`config.mk`:
```
export PLATFORM = sky130hd
export DESIGN_NAME = ex_mem_reg
export DESIGN_NICKNAME = d
export VERILOG_FILES = /design/src/rtl/ex_mem_reg_pkg.sv /design/src/rtl/ex_mem_reg_pipe_dff.sv /design/src/rtl/ex_mem_reg.sv
export SDC_FILE = /design/constraint.sdc
export NUM_CORES = 1
export LEC_CHECK = 0
export ABC_AREA = 1
export CAP_MARGIN = 40
export CORE_AREA = 2 2 105 107
export CTS_BUF_LIST = sky130_fd_sc_hd__clkbuf_4 sky130_fd_sc_hd__clkbuf_8 sky130_fd_sc_hd__clkbuf_16
export CTS_CLUSTER_DIAMETER = 150
export DETAILED_ROUTE_END_ITERATION = 6
export DIE_AREA = 0 0 107 109
export GPL_ROUTABILITY_DRIVEN = 0
export MAX_ROUTING_LAYER = met4
export PLACE_DENSITY = 0.86
export SYNTH_ARGS = -nofsm -noshare
export SYNTH_HDL_FRONTEND = slang
export SYNTH_SLANG_ARGS = --single-unit
```
`constraint.sdc`:
```
create_clock -name clk -period 11.3 [get_ports clk]
set_input_delay 2.26 -clock clk [delete_from_list [all_inputs] [get_ports clk]]
set_output_delay 2.26 -clock clk [all_outputs]
set_load 0.03 [all_outputs]
```
`src/rtl/ex_mem_reg_pkg.sv`:
```
// ============================================================================
//  Module  : ex_mem_reg_pkg
//  Brief   : Shared pipeline constants and control-bundle type.
//  Rev     : 1.0
// ============================================================================
`default_nettype none

package ex_mem_reg_pkg;

    localparam int XLEN       = 64;
    localparam int REG_ADDR_W = 5;

    // Control bits that travel down the pipe to the MEM and WB stages.
    typedef struct packed {
        logic reg_write;
        logic mem_to_reg;
        logic mem_write;
    } mem_wb_ctrl_t;

    localparam int CTRL_W = $bits(mem_wb_ctrl_t);

endpackage

`default_nettype wire

```
`src/rtl/ex_mem_reg_pipe_dff.sv`:
```
// ============================================================================
//  Module  : pipe_dff
//  Brief   : Parameterized-width pipeline flop, async active-high reset to 0.
//  Rev     : 1.0
// ============================================================================
`default_nettype none

module pipe_dff #(
    parameter int WIDTH = 1
) (
    input  logic             clk,
    input  logic             reset,
    input  logic [WIDTH-1:0] d,
    output logic [WIDTH-1:0] q
);

    always_ff @(posedge clk or posedge reset) begin
        if (reset) begin
            q <= '0;
        end else begin
            q <= d;
        end
    end

endmodule

`default_nettype wire

```
`src/rtl/ex_mem_reg.sv`:
```
// ============================================================================
//  Module  : ex_mem_reg
//  Brief   : EX/MEM pipeline register; unconditional one-cycle capture.
//  Rev     : 1.0
// ============================================================================
`default_nettype none

module ex_mem_reg
    import ex_mem_reg_pkg::*;
#(
    parameter int XLEN       = ex_mem_reg_pkg::XLEN,
    parameter int REG_ADDR_W = ex_mem_reg_pkg::REG_ADDR_W
) (
    input  logic                  clk,
    input  logic                  reset,
    input  logic                  RegWrite,
    input  logic                  MemtoReg,
    input  logic                  MemWrite,
    input  logic [XLEN-1:0]       AluResult,
    input  logic [XLEN-1:0]       Datain,
    input  logic [REG_ADDR_W-1:0] Rd_in,
    output logic                  RegWrite_Out,
    output logic                  MemtoReg_Out,
    output logic                  MemWrite_Out,
    output logic [XLEN-1:0]       AluOut,
    output logic [XLEN-1:0]       DataOut,
    output logic [REG_ADDR_W-1:0] Rd_out
);

    mem_wb_ctrl_t ctrl_d;
    mem_wb_ctrl_t ctrl_q;

    assign ctrl_d.reg_write  = RegWrite;
    assign ctrl_d.mem_to_reg = MemtoReg;
    assign ctrl_d.mem_write  = MemWrite;

    // Control bits clear on reset, so a reset bubble never commits a write.
    pipe_dff #(.WIDTH(CTRL_W)) u_ctrl (
        .clk   (clk),
        .reset (reset),
        .d     (ctrl_d),
        .q     (ctrl_q)
    );

    pipe_dff #(.WIDTH(XLEN)) u_alu (
        .clk   (clk),
        .reset (reset),
        .d     (AluResult),
        .q     (AluOut)
    );

    pipe_dff #(.WIDTH(XLEN)) u_data (
        .clk   (clk),
        .reset (reset),
        .d     (Datain),
        .q     (DataOut)
    );

    pipe_dff #(.WIDTH(REG_ADDR_W)) u_rd (
        .clk   (clk),
        .reset (reset),
        .d     (Rd_in),
        .q     (Rd_out)
    );

    assign RegWrite_Out = ctrl_q.reg_write;
    assign MemtoReg_Out = ctrl_q.mem_to_reg;
    assign MemWrite_Out = ctrl_q.mem_write;

endmodule

`default_nettype wire

```
==> results of run 1 <==
-- power breakdown --
part | internal [mW] | total, mW | switching (mW) | leakage (nW)
combinational | 0.0822 | 0.160 | 0.0778 | 1.08
clock | 0.310 | 0.504 | 0.194 | 0.261
sequential | 0.512 | 0.519 | 0.00697 | 1.58
total | 0.904 | 1.18 | 0.279 | 2.92
-- state kept, by name, indices dropped and copies added (netlist names) --
register	count
u_ctrl.q	3
u_alu.q	64
u_rd.q	5
u_data.q	64
-- stage by stage --
stage               std cells  instance area (sq um)  hold WS [ns]
floorplan                 137                   3410          2.29
global placement          551                   6320          2.70
detailed placement        551                   6320          2.71
CTS                       583                   6890          2.16
global route              583                   6890          2.15
finish                    583                   6890          2.19
-- metal layers --
| metal | GRT usage, % | vias to the layer above | routed length (um) |
|---|---|---|---|
| met5 | - | - | 0 |
| met4 | 6.96 | 0 | 108 |
| met3 | 5.92 | 11 | 584 |
| met2 | 29.8 | 120 | 5430 |
| met1 | 14.8 | 1096 | 2790 |
| li1 | - | 1009 | - |
-- logic make-up after synthesis --
group / after synthesis / synth area share (%)
flip-flops: 136 / 99.9
buffers and inverters: 1 / 0.110
-- final cells by class --
cell class / count / area (sq um)
inverter: 1 / 6.26
clock buffer: 21 / 463
timing repair buffer: 274 / 2740
sequential: 136 / 3400
clock inverter: 11 / 98.8
fill: 743 / 3720
tap: 140 / 175
-- Yosys cell counts --
master and instances:
dfrtp_1 136, inv_1 1
-- final timing paths --
kind | to | slack (ns) | cells past startpoint | from
worst min-delay path | u_data.q[9] | 2.19 | 1 | Datain[9]
min in group asynchronous | u_data.q[27] | 2.26 | 2 | reset
max in group asynchronous | u_data.q[16] | 7.69 | 3 | reset
worst max-delay path | DataOut[62] | 7.52 | 1 | u_data.q[62]
==> results by group, run 1 <==
Outcome
  • Status: finished, final reports clean

Job
  • Max Cap Viol: 0

Critical path
  • Data required, critical path: 9.04 ns
  • Crit path DAT: 1.52 ns
  • Slowest-stage cell, CP: clkdlybuf4s50_1
  • Crit Path Class: reg -> out
  • Crit-path leading delay family: buffers and inverters
  • CP Capture Type: primary output
  • Critical path launch point type: register
  • Max FO, Critical Path: 1
  • Buffers and inverters on the worst path: 1
  • Crit-path cells: clkdlybuf4s50_1
  • Max incr delay on CP: 0.68 ns

Detailed routing
  • Drt first pass iters: 4
  • DR iter-0 viols: 60
  • Wire per inst: 15.3 um
  • Drt drc: 0
  • Via Count: 2236
  • Vias per std cell: 3.84
  • Post-Route WL: 8910 um
  • Post-route ant nets: 0

Clock network
  • H-tree levels: 4
  • CTS Hold Buffers Added: 0
  • CTS tree: done
  • Clk buf depth: 2
  • # clock sinks: 136
  • Resized cells post-CTS: 0
  • CTS root buf: clkbuf_8
  • Post CTS Setup Buffer Count: 0
  • Number of buffers created by CTS: 17
  • Reg clk slew, reported paths: 0.06 ns

Yosys
  • Post-synthesis sequential area ratio: 99.9%
  • Yosys warns: 0
  • Synth Register Bits: 136
  • Post-synth top area cell: dfrtp_1
  • Cells after synthesis: 137
  • Syn avg cell area: 24.9 sq um
  • Synth cell types: 2
  • Post-synth top area share: 99.9%
  • Dominant cells by area after synthesis: dfrtp_1 (100%), inv_1 (0.11%)
  • Mapped Area: 3410 sq um
  • Syn_nets: 275

STA
  • Tcrit/Tclk final: 33.5%
  • Final Hold Viols: 0
  • Slew Limit Headroom: 43.8%
  • Fmax: 264 MHz
  • Worst slew pin tran: 0.843 ns
  • Minimum clock period after layout: 3.78 ns
  • Worst setup margin: 7.52 ns
  • Final setup viols: 0
  • Final TNS setup: 0 ns
  • Fin. max-slew vios: 0
  • RSZ-0062 raised after global routing: false

Cells and area
  • Commonest cells after routing, fill and taps aside: clkdlybuf4s50_1 (273), dfrtp_1 (136), clkbuf_16 (16), clkinvlp_4 (6), clkbuf_8 (4)
  • Commonest non-fill, non-tap cell in the layout: clkdlybuf4s50_1
  • Area growth syn-to-layout: 102%
  • Antenna diodes: 0
  • Nets@finish: 568
  • Area of the multi-input gates: 0 sq um
  • Final Util: 65.0%
  • Share of layout cells above drive strength 1: 7.67%
  • Multi-input comb cells: 0

Place
  • IO buf count: 273
  • DP Worst Slack: 7.08 ns
  • Final HPWL from detailed placement: 6690 um

Global route
  • Vias in the first global route: 2545
  • GRT Residual Overflow: 0
  • GRT Resource Usage Total: 16.1%
  • Antenna violations before repair: 0
  • Largest net degree at the start of global routing: 71
  • First-pass GRT wire length: 13000 um

Power
  • Leakage: 2.92 nW
  • Final total power: 1.18 mW
  • VDD IR max: 0.0866 mV
  • Power per Cell Area: 172 nW/um^2

Die
  • Initial Utilization: 32.1%
  • Die H: 109 um
  • Row cnt: 38
  • Die Width: 107 um
  • Die area: 11700 sq um
  • Core area: 10600 sq um
  • I/O pin count: 274

Hold path
  • Min-Delay Path Class: in -> reg
Power figures use the tool's default switching activity.
==> run 2, diff against run 1 <==
--- a/config.mk
+++ b/config.mk
@@ -7,14 +7,14 @@
 export LEC_CHECK = 0
 export ABC_AREA = 1
 export CAP_MARGIN = 40
-export CORE_AREA = 2 2 105 107
+export CORE_AREA = 2 2 112 114
 export CTS_BUF_LIST = sky130_fd_sc_hd__clkbuf_4 sky130_fd_sc_hd__clkbuf_8 sky130_fd_sc_hd__clkbuf_16
 export CTS_CLUSTER_DIAMETER = 150
 export DETAILED_ROUTE_END_ITERATION = 6
-export DIE_AREA = 0 0 107 109
+export DIE_AREA = 0 0 114 116
 export GPL_ROUTABILITY_DRIVEN = 0
 export MAX_ROUTING_LAYER = met4
-export PLACE_DENSITY = 0.86
+export PLACE_DENSITY = 0.8
 export SYNTH_ARGS = -nofsm -noshare
 export SYNTH_HDL_FRONTEND = slang
 export SYNTH_SLANG_ARGS = --single-unit
==> constraint.sdc (replaced) <==
create_clock -name clk -period 3.1 [get_ports clk]
set_input_delay 0.62 -clock clk [delete_from_list [all_inputs] [get_ports clk]]
set_output_delay 0.62 -clock clk [all_outputs]
set_load 0.03 [all_outputs]
==> results by group, run 2 (synthesis gave the netlist of run 1 again) <==
Global route
  • GR Util met1: 15.1%
  • GRT Resource Usage Total: 15.1%
  • First-pass GRT wire length: 13800 um
  • Largest net degree at the start of global routing: 137
  • Vias in the first global route: 2624
  • GRT met2 Usage: 23.8%
  • Gr busiest metal: met2
  • GRT Residual Overflow: 0
  • GR Util met3: 8.37%
  • Antenna violations before repair: 1

STA
  • Minimum clock period after layout: 2.07 ns
  • RSZ-0062 raised after global routing: false
  • Slew Limit Headroom: 53.6%
  • Final Hold Viols: 0
  • Final setup viols: 0
  • WHS: 0.650 ns
  • Worst slew pin tran: 0.695 ns
  • Fmax: 484 MHz
  • Fin. max-slew vios: 0
  • Worst setup margin: 1.03 ns
  • Tcrit/Tclk final: 66.7%
  • Final TNS setup: 0 ns

Detailed routing
  • Post-Route WL: 9440 um
  • Wire per inst: 16.0 um
  • Vias per std cell: 3.87
  • Post-route ant nets: 0
  • Drt first pass iters: 3
  • Via Count: 2290
  • DR iter-0 viols: 99
  • Drt drc: 0

Power
  • Power Internal: 3.43 mW
  • Sw power: 1.03 mW
  • Switching Share: 23.1%
  • Final total power: 4.47 mW
  • Sequential power share: 42.3%
  • VDD IR max: 0.400 mV
  • Power per Cell Area: 643 nW/um^2
  • Clock share of power: 44.5%
  • Comb pwr share: 13.2%
  • Leakage: 2.95 nW

Critical path
  • Crit path DAT: 1.45 ns
  • Slowest-stage cell, CP: clkdlybuf4s50_1
  • Number of stages on the worst setup path: 1
  • Data required, critical path: 2.48 ns
  • CP Capture Type: primary output
  • CP Launch Point: u_alu.q[11]
  • Crit-path cells: clkdlybuf4s50_1
  • Buffers and inverters on the worst path: 1
  • Setup crit end: AluOut[11]
  • Max FO, Critical Path: 1
  • Max incr delay on CP: 0.69 ns
  • Crit-path leading delay family: buffers and inverters
  • Crit Path Class: reg -> out
  • Critical path launch point type: register

Clock network
  • Resized cells post-CTS: 0
  • Number of buffers created by CTS: 17
  • H-tree levels: 4
  • CTS Hold Buffers Added: 0
  • Post CTS Setup Buffer Count: 0
  • CTS tree: done
  • # clock sinks: 136
  • Clk buf depth: 2
  • CTS root buf: clkbuf_16
  • Reg clk slew, reported paths: 0.06 ns

Hold path
  • Min-Delay Path Class: in -> reg

Die
  • Initial Utilization: 28.6%
  • Row cnt: 40
  • Die Width: 114 um
  • Core area: 11900 sq um
  • Die H: 116 um
  • Die area: 13200 sq um
  • I/O pin count: 274

Cells and area
  • Commonest cells after routing, fill and taps aside: clkdlybuf4s50_1 (273), dfrtp_1 (136), clkbuf_16 (17), clkinvlp_4 (4), clkbuf_8 (3)
  • Multi-input comb cells: 0
  • Top flop regs: u_alu.q (64), u_data.q (64), u_rd.q (5)
  • Share of layout cells above drive strength 1: 7.67%
  • Commonest non-fill, non-tap cell in the layout: clkdlybuf4s50_1
  • Nets@finish: 568
  • Register area: 3400 sq um
  • Area of the multi-input gates: 0 sq um
  • Layout fillers: 888
  • Area growth syn-to-layout: 104%

Job
  • Max Cap Viol: 0

Place
  • Final HPWL from detailed placement: 7040 um
  • DP Worst Slack: 1.36 ns
  • IO buf count: 273

Outcome
  • Status: finished, final reports clean
run 2: layer usage:
layer / routed length, um / share of wire [%] / vias to the layer above
met2: 4720 / 50 / 167
met4: 200 / 2.1 / 0
li1: - / - / 1017
met5: 0 / 0 / -
met1: 3280 / 35 / 1093
met3: 1240 / 13 / 13
run 2: final cells by class:
cell class,instances,area share [%]
tap,147,2.65
sequential,136,49.0
inverter,1,0.108
clock buffer,22,6.93
timing repair buffer,274,39.6
antenna,1,0.0360
clock inverter,10,1.71
run 2: worst min-delay path by stage:
stage / cells past startpoint / slack (ns) / to / startpoint
floorplan: 0 / 0.65 / u_alu.q[0] / AluResult[0]
global placement: 1 / 1.06 / u_alu.q[36] / AluResult[36]
detailed placement: 1 / 1.07 / u_ctrl.q[0] / MemWrite
global route: 1 / 0.63 / u_data.q[4] / Datain[4]
finish: 1 / 0.65 / u_data.q[5] / Datain[5]
CTS: 1 / 0.63 / u_data.q[26] / Datain[26]
run 2: per-stage QoR:
step / cell area, sq um / util [%] / instances
after floorplan: 3410 / - / 137
after global placement: 6350 / 53.3 / 558
after detailed placement: 6350 / 53.3 / 558
after CTS: 6950 / 58.3 / 590
after global routing: 6950 / 58.4 / 591
final: 6950 / 58.4 / 591
run 2: power by group through the flow:
| stage | Clock, mW | Sequential, mW | Combinational, mW |
|---|---|---|---|
| after floorplan | 0 | 2.11 | 0.0261 |
| after global placement | 0 | 1.92 | 0.587 |
| after detailed placement | 0 | 1.92 | 0.594 |
| after CTS | 2.05 | 1.89 | 0.597 |
| after global routing | 2.13 | 1.90 | 0.617 |
| final | 1.99 | 1.89 | 0.588 |
==> run 3, diff against run 2 <==
==> constraint.sdc (replaced) <==
create_clock -name clk -period 1.7 [get_ports clk]
set_input_delay 0.34 -clock clk [delete_from_list [all_inputs] [get_ports clk]]
set_output_delay 0.34 -clock clk [all_outputs]
set_load 0.03 [all_outputs]
==> results by group, run 3 (synthesis gave the netlist of run 1 again) <==
Clock network
  • H-tree levels: 4
  • CTS tree: done
  • Reg clk slew, reported paths: 0.06 ns
  • # clock sinks: 136
  • Clk buf depth: 2
  • CTS root buf: clkbuf_16
  • CTS Hold Buffers Added: 0
  • Number of buffers created by CTS: 17

Detailed routing
  • Wire per inst: 16.1 um
  • DR iter-0 viols: 100
  • Drt first pass iters: 3
  • Drt drc: 0
  • Via Count: 2336
  • Post-Route WL: 9520 um
  • Post-route ant nets: 0
  • Vias per std cell: 3.96

Power
  • Clock share of power: 45.8%
  • Power per Cell Area: 1190 nW/um^2
  • Switching Share: 23.0%
  • Sw power: 1.87 mW
  • Sequential power share: 42.3%
  • VDD IR max: 0.709 mV
  • Comb pwr share: 11.8%
  • Power Internal: 6.25 mW
  • Leakage: 3.15 nW

Critical path
  • Buffers and inverters on the worst path: 1
  • Data required, critical path: 1.36 ns
  • CP Launch Point: u_data.q[61]
  • Max FO, Critical Path: 1
  • Setup crit end: DataOut[61]
  • Crit-path leading delay family: buffers and inverters
  • Slowest-stage cell, CP: dlygate4sd2_1
  • Critical path launch point type: register
  • Crit-path cells: dlygate4sd2_1
  • Max incr delay on CP: 0.43 ns
  • Crit path DAT: 1.18 ns
  • Crit Path Class: reg -> out
  • CP Capture Type: primary output
  • Number of stages on the worst setup path: 1

Cells and area
  • Share of layout cells above drive strength 1: 7.67%
  • Area of the multi-input gates: 0 sq um
  • Top flop regs: u_alu.q (64), u_data.q (64), u_rd.q (5)
  • Multi-input comb cells: 0
  • Antenna diodes: 0
  • Nets@finish: 569
  • Area growth syn-to-layout: 99.9%
  • Commonest non-fill, non-tap cell in the layout: clkdlybuf4s50_1
  • Post-route insts no fill: 590
  • Layout fillers: 984
  • Commonest cells after routing, fill and taps aside: clkdlybuf4s50_1 (137), dlygate4sd2_1 (136), dfrtp_1 (136), clkbuf_16 (17)

Die
  • Die Width: 114 um
  • Initial Utilization: 28.6%
  • Die area: 13200 sq um
  • Row cnt: 40
  • Core area: 11900 sq um
  • I/O pin count: 274
  • Die H: 116 um

STA
  • Final setup viols: 0
  • Minimum clock period after layout: 1.52 ns
  • RSZ-0062 raised after global routing: false
  • Worst slew pin tran: 0.407 ns
  • Tcrit/Tclk final: 89.6%
  • Slew Limit Headroom: 72.8%
  • Worst setup margin: 0.177 ns
  • Fin. max-slew vios: 0
  • Fmax: 656 MHz
  • Final Hold Viols: 0

Hold path
  • Min-Delay Path Class: in -> reg
  • Hold Crit Depth: 1

Global route
  • Largest net degree at the start of global routing: 76
  • GRT Resource Usage Total: 15.3%
  • GRT Residual Overflow: 0
  • Vias in the first global route: 2643
  • First-pass GRT wire length: 13800 um
  • Antenna violations before repair: 0

Place
  • IO buf count: 273
  • DP Worst Slack: 0.320 ns
  • Placed insts: 559

Outcome
  • Status: finished, final reports clean

Job
  • Max Cap Viol: 0
run 3: cell count changes in the layout (fill, tap and decap cells not counted), sizes merged:
cell	previous run	this run
diode	1	0
dlygate4sd2	0	136
bufinv	2	3
clkdlybuf4s50	273	137
clkbuf	22	20
clkinvlp	4	3
clkinv	4	5
buf	1	2
run 3: through the flow:
| step | util, % | hold slack (ns) | area (sq um) | total power, mW | setup TNS, ns |
|---|---|---|---|---|---|
| floorplan | - | 0.371 | 3410 | 3.90 | -45.31 |
| global placement | 53.5 | 0.785 | 6370 | 4.58 | 0 |
| detailed placement | 53.5 | 0.788 | 6370 | 4.60 | 0 |
| CTS | 57.2 | 0.346 | 6810 | 8.24 | 0 |
| global route | 57.2 | 0.346 | 6810 | 8.44 | 0 |
| finish | 57.2 | 0.367 | 6810 | 8.12 | 0 |
run 3: what timing repair did:
item	CTS	global route
endpoints found under the hold margin	0	0
gates resized for setup	136	0
endpoints found under the setup margin	136	0
buffers inserted	0	0
run 3: power groups by stage:
| stage | Clock [mW] | Sequential [mW] | Combinational (mW) |
|---|---|---|---|
| 5_1_grt | 3.97 | 3.45 | 1.02 |
| 6_report | 3.72 | 3.44 | 0.963 |
| 3_3_place_gp | 0 | 3.50 | 1.08 |
| 4_1_cts | 3.82 | 3.44 | 0.980 |
| 3_5_place_dp | 0 | 3.51 | 1.10 |
| 2_1_floorplan | 0 | 3.85 | 0.0475 |
run 3: area by class of cell:
cell class | count | area [sq um] | area share [%]
sequential | 136 | 3400 | 50.0
tap | 147 | 184 | 2.70
clock inverter | 11 | 146 | 2.15
inverter | 1 | 7.51 | 0.110
timing repair buffer | 275 | 2600 | 38.2
clock buffer | 20 | 467 | 6.85
run 3: routing by layer:
metal	track usage (%)	vias up	part of all wire, %
met2	25.0	173	52
li1	-	1012	-
met4	8.54	0	2.4
met1	15.4	1130	35
met3	6.54	21	11
met5	-	-	0
run 3: how the worst min path moves through the flow:
stage / end / slack [ns] / start
floorplan: u_alu.q[0] / 0.37 / AluResult[0]
global placement: u_alu.q[36] / 0.79 / AluResult[36]
detailed placement: u_data.q[31] / 0.79 / Datain[31]
CTS: u_data.q[31] / 0.35 / Datain[31]
global route: u_data.q[21] / 0.35 / Datain[21]
finish: u_alu.q[5] / 0.37 / AluResult[5]
